**config.mk**
```make
export PLATFORM = sky130hd
export DESIGN_NAME = layered_objects_mux
export DESIGN_NICKNAME = d
export VERILOG_FILES = /design/src/rtl/vga_mux_pkg.sv /design/src/rtl/layer_priority_encoder.sv /design/src/rtl/layered_objects_mux.sv
export SDC_FILE = /design/constraint.sdc
export NUM_CORES = 1
export LEC_CHECK = 0
export CAP_MARGIN = 5
export CORE_MARGIN = 2
export CORE_UTILIZATION = 35
export CTS_BUF_LIST = sky130_fd_sc_hd__clkbuf_16
export DETAILED_ROUTE_END_ITERATION = 16
export GPL_TIMING_DRIVEN = 0
export PLACE_DENSITY = 0.73
export SYNTH_ARGS = -nofsm -noshare
export SYNTH_HDL_FRONTEND = slang
export SYNTH_HIERARCHICAL = 1
export SYNTH_SLANG_ARGS = --single-unit
```
**constraint.sdc**
```tcl
create_clock -name clk -period 2.2 [get_ports clk]
set_input_delay 0.33 -clock clk [delete_from_list [all_inputs] [get_ports clk]]
set_output_delay 0.33 -clock clk [all_outputs]
set_load 0.02 [all_outputs]
```
**src/rtl/vga_mux_pkg.sv**
```systemverilog
// Shared types and constants for the layered object mux.
package vga_mux_pkg;

    localparam int          RGB_W_DEF       = 8;
    localparam logic [7:0]  TRANSPARENT_DEF = 8'hFF;
    localparam logic [2:0]  BG_LAYER_ID     = 3'd7;

    typedef logic [7:0] rgb332_t;

    // RRRGGGBB -> 24-bit {r,g,b}; the LSB of each field is replicated into the low bits
    function automatic logic [23:0] rgb332_expand(input rgb332_t c);
        return {c[7:5], {5{c[5]}}, c[4:2], {5{c[2]}}, c[1:0], {6{c[0]}}};
    endfunction

endpackage

```
**src/rtl/layer_priority_encoder.sv**
```systemverilog
// Lowest-index-wins encoder over the active-layer vector.
module layer_priority_encoder #(
    parameter int N = 4
) (
    input  logic [N-1:0] i_active,
    output logic [2:0]   o_sel,
    output logic         o_any
);

    // scan from the top so the lowest active index is the last assignment
    always_comb begin
        o_sel = '0;
        o_any = |i_active;
        for (int i = N - 1; i >= 0; i--) begin
            if (i_active[i]) o_sel = 3'(i);
        end
    end

endmodule

```
**src/rtl/layered_objects_mux.sv**
```systemverilog
// Priority mux of object layers over background with a two-stage pipeline,
// transparent-colour keying and player-vs-layer collision tracking.
module layered_objects_mux
    import vga_mux_pkg::*;
#(
    parameter int               NUM_LAYERS  = 4,
    parameter int               RGB_W       = RGB_W_DEF,
    parameter logic [RGB_W-1:0] TRANSPARENT = TRANSPARENT_DEF
) (
    input  logic                        clk,
    input  logic                        reset,
    input  logic                        pixelValid,
    input  logic                        startOfFrame,
    input  logic [NUM_LAYERS-1:0]       layerEnable,
    input  logic [NUM_LAYERS*RGB_W-1:0] layerRGB,
    input  logic [NUM_LAYERS-1:0]       layerDrawingRequest,
    input  logic [RGB_W-1:0]            backGroundRGB,
    output logic [7:0]                  redOut,
    output logic [7:0]                  greenOut,
    output logic [7:0]                  blueOut,
    output logic                        pixelValidOut,
    output logic [2:0]                  winningLayer,
    output logic [NUM_LAYERS-1:0]       collisionPulse,
    output logic [NUM_LAYERS-1:0]       frameCollisions
);

    // winningLayer reserves code 7 for background, so at most 7 object layers
    generate
        if (NUM_LAYERS < 2 || NUM_LAYERS > 7) begin : g_bad_layers
            $error("layered_objects_mux: NUM_LAYERS must be in 2..7");
        end
        if (RGB_W != 8) begin : g_bad_rgb
            $error("layered_objects_mux: RGB_W must be 8 (RRRGGGBB)");
        end
    endgenerate

    logic [RGB_W-1:0]      w_layer [NUM_LAYERS];
    logic [NUM_LAYERS-1:0] w_active;
    logic [NUM_LAYERS-1:0] w_hit;
    logic [2:0]            w_sel;
    logic                  w_any;
    logic [RGB_W-1:0]      w_sel_rgb;
    logic [2:0]            w_win;

    logic [RGB_W-1:0]      r1_rgb;
    logic                  r1_valid;
    logic [2:0]            r1_win;
    logic [NUM_LAYERS-1:0] r1_hit;

    logic [23:0]           r2_rgb;
    logic                  r2_valid;
    logic [2:0]            r2_win;
    logic [NUM_LAYERS-1:0] r2_hit;

    logic [NUM_LAYERS-1:0] r_acc;
    logic [NUM_LAYERS-1:0] r_frame;

    // unpack layer colours and qualify each layer as actually drawing this pixel
    always_comb begin
        for (int i = 0; i < NUM_LAYERS; i++) begin
            w_layer[i]  = layerRGB[i*RGB_W +: RGB_W];
            w_active[i] = layerDrawingRequest[i] & layerEnable[i] &
                          (w_layer[i] != TRANSPARENT) & pixelValid;
        end
    end

    layer_priority_encoder #(
        .N (NUM_LAYERS)
    ) u_prio (
        .i_active (w_active),
        .o_sel    (w_sel),
        .o_any    (w_any)
    );

    // winning colour, blanked outside the visible area
    always_comb begin
        w_sel_rgb = backGroundRGB;
        if (w_any) begin
            for (int i = 0; i < NUM_LAYERS; i++) begin
                if (w_sel == 3'(i)) w_sel_rgb = w_layer[i];
            end
        end
        if (!pixelValid) w_sel_rgb = '0;
        w_win = w_any ? w_sel : BG_LAYER_ID;
    end

    // player (layer 0) overlapping any other drawn layer; bit 0 never set
    always_comb begin
        w_hit = '0;
        for (int i = 1; i < NUM_LAYERS; i++) begin
            w_hit[i] = w_active[0] & w_active[i];
        end
    end

    // stage 1: selection result
    always_ff @(posedge clk) begin
        if (reset) begin
            r1_rgb   <= '0;
            r1_valid <= 1'b0;
            r1_win   <= '0;
            r1_hit   <= '0;
        end else begin
            r1_rgb   <= w_sel_rgb;
            r1_valid <= pixelValid;
            r1_win   <= w_win;
            r1_hit   <= w_hit;
        end
    end

    // stage 2: colour expansion and aligned side-band outputs
    always_ff @(posedge clk) begin
        if (reset) begin
            r2_rgb   <= '0;
            r2_valid <= 1'b0;
            r2_win   <= '0;
            r2_hit   <= '0;
        end else begin
            r2_rgb   <= rgb332_expand(r1_rgb);
            r2_valid <= r1_valid;
            r2_win   <= r1_win;
            r2_hit   <= r1_hit;
        end
    end

    // sticky per-frame collision flags; the first pixel's hit closes the old frame
    always_ff @(posedge clk) begin
        if (reset) begin
            r_acc   <= '0;
            r_frame <= '0;
        end else if (startOfFrame) begin
            r_frame <= r_acc | w_hit;
            r_acc   <= '0;
        end else begin
            r_acc   <= r_acc | w_hit;
        end
    end

    assign redOut          = r2_rgb[23:16];
    assign greenOut        = r2_rgb[15:8];
    assign blueOut         = r2_rgb[7:0];
    assign pixelValidOut   = r2_valid;
    assign winningLayer    = r2_win;
    assign collisionPulse  = r2_hit;
    assign frameCollisions = r_frame;

endmodule
```
==> impl_metrics.ini <==
[logic_synthesis]
synthDistinctLibCells = 30
yosysMostFrequentCell = dfxtp_1
ys_async_sr_fraction = 0
synth_top_cell_by_area = dfxtp_1
synth_commonest_cells = 36 x dfxtp_1, 21 x buf_4, 16 x nor2b_1
ys_seq_area_frac = 0.430
synth-seq-cells = 36
synth_area_leaders = dfxtp_1 43%, buf_4 9.4%, nor2b_1 6.0%
synthDominantCellAreaShare = 0.430
synth_edf_count = 0
synth_cells = 177
synth_area_mm2 = 0.00168
synthFlopType = dfxtp_1
ys_warn_count = 6
syn_area_per_cell_um2 = 9.47

[placed_design]
dpl.cell_count = 316
gp_congestion = 0.856
placed_area_mm2 = 0.00259
pre_cts_slack_ns = -0.179
hpwl_um = 3570
io_buffers = 84

[finish]
n_fill_cell = 410
area_growth_syn_to_layout_pct = 65.5
final_layout_size_suffix_gt1_frac = 0.179
nets = 324
fin_area_mm2 = 0.00278
instances_no_fill = 327
n_antenna_cell = 0
utilization = 0.595

[setup_path]
cp_max_fo = 10
worstSetupPathType = in2reg
r2r_slack_ns = 1.53
cp.arrival_ns = 2.27
endpoint_kind = flop
crit_buf_inv = 3
rr_startpoint = frameCollisions[1]$_SDFFE_PP0P_
max_stage_delay_ns = 0.52
cp_cell_sequence = clkdlybuf4s50_1 -> nand4_1 -> o2111a_1 -> nand2b_1 -> a21oi_2 -> buf_6 -> inv_1 -> o31ai_1 -> a21oi_1
rr_endpoint = frameCollisions[1]$_SDFFE_PP0P_
setup.worst_path.start_class = input pin
worstRegToRegCells = 2
cp_slowest_cell = clkdlybuf4s50_1
required_ns = 2.36
critPathLaunch = layerRGB[16]
cp_top_family = compound AO/OA/AOI/OAI gates

[timing]
fmax_mhz = 473
finalCriticalPeriod_ns = 2.11
hold_violations = 0
maxSlewViolCount = 0
finalClockSkew_ns = 0.00126
rsz0062_at_grt = no
finalCritPeriodShare = 0.961
holdWs_ns = 0.432
setup_slack_ns = 0.0853
setup_tns_ns = 0
setup_viol = 0

[floorplanning]
pin_count = 88
design.core.area_mm2 = 0.00466
dieArea_mm2 = 0.00536
num_rows = 25
die_w_um = 73.2
initial_utilization = 0.360
die_y_um = 73.2

[power]
p_per_area_mw_per_mm2 = 656
design_power_total_mw = 1.82
ir_drop_mv = 0.294
p_leak_nw = 1.05

[routing]
firstDrtPassIters = 4
route.detailed.drc = 0
vias = 1625
ant_nets = 0
wl_per_cell_um = 14.0
routed_via_density = 4.97
routed_wl_um = 4580
drtIter0Drc = 109

[hold_path]
worstHoldPathCells = 1
hold_path.class = reg2reg
hold_path_end = winningLayer[1]$_SDFF_PP0_
min_from = r1_win[1]$_SDFF_PP0_

[run_status]
status = complete, no violations

[clock_tree]
cts_tree = yes
cts_sinks = 36
cts_buffers = 5
htreeDepth = 2
worstSkewPairLatency_ns = 0.28
clkTransAtPathRegs_ns = 0.05
root_buffer = clkbuf_16
clk_path_buf_depth = 2
ctsHoldBuffers = 0

[grt]
grt_first_pass_wirelength_um = 6880
overflow = 0
grt_max_degree = 12
grt_pass1_vias = 1457
antenna_found_initial = 0
grt_use_total = 0.171

[flow_run]
max-cap-violations = 0
[state kept, by name (all words and copies together) (netlist names)]
| name | cells |
|---|---|
| r1_rgb | 8 |
| r2_rgb | 8 |
| collisionPulse | 3 |
| frameCollisions | 3 |
| r1_hit | 3 |
| r1_win | 3 |
| r_acc | 3 |
| winningLayer | 3 |
| pixelValidOut | 1 |
| r1_valid | 1 |
[cells in the final DEF (no fill, tap or decap), drive strengths merged]
cell type       n
a211oi          3
a21o            8
a21oi           7
a22oi           7
a31oi           7
buf            31
bufinv          1
clkbuf          6
clkdlybuf4s50  84
clkinv          1
conb            3
dfxtp          36
inv             7
mux2i           1
nand2           9
nand2b          2
nand3           1
nand4           8
nor2            9
nor2b          17
nor3            5
o2111a          4
o21ai           7
o221ai          8
o31ai           1
[how the worst max path moves through the flow]
stage,to,slack [ns],cells after the start
final,r1_rgb[6]$_SDFF_PP0_,0.09,9
after global routing,r1_rgb[3]$_SDFF_PP0_,0.003,9
after CTS,r1_rgb[4]$_SDFF_PP0_,0.10,9
after detailed placement,r1_rgb[4]$_SDFF_PP0_,-0.18,9
after global placement,r1_rgb[6]$_SDFF_PP0_,-0.17,9
after floorplan,r1_rgb[6]$_SDFF_PP0_,0.50,8
[logic make-up after synthesis]
group	share of synthesized area
DFF	0.430
and+or+nand+nor	0.178
AOI/OAI and AO/OA	0.245
other	0.00448
muxes	0.00597
buffers and inverters	0.137
[power breakdown]
part	internal, mW	switching, mW
clock	0.527	0.246
combinational	0.199	0.158
sequential	0.681	0.00904
[metal layers]
metal / wire length [um] / part of all wire / global-route usage
met3: 353 / 0.077 / 0.0401
met4: 58 / 0.013 / 0.0638
met1: 1910 / 0.42 / 0.216
met2: 2260 / 0.49 / 0.281
met5: 0 / 0 / 0
[repair_timing]
item / 4_1_cts / 5_1_grt
buffers inserted: 0 / 3
endpoints found under the hold margin: 0 / 0
setup endpoints to repair: 0 / 2
gates resized for setup: 0 / 0
[area by class of cell]
class / instances / area (um2) / share of cell area
Timing Repair Buffer: 87 / 863 / 0.311
Multi-Input combinational cell: 107 / 729 / 0.263
Sequential cell: 36 / 721 / 0.260
Buffer: 29 / 208 / 0.0748
Clock buffer: 5 / 125 / 0.0451
Tap cell: 54 / 67.6 / 0.0243
Clock inverter: 3 / 38.8 / 0.0140
Inverter: 6 / 22.5 / 0.00812
(Power assumes the default switching activity.)
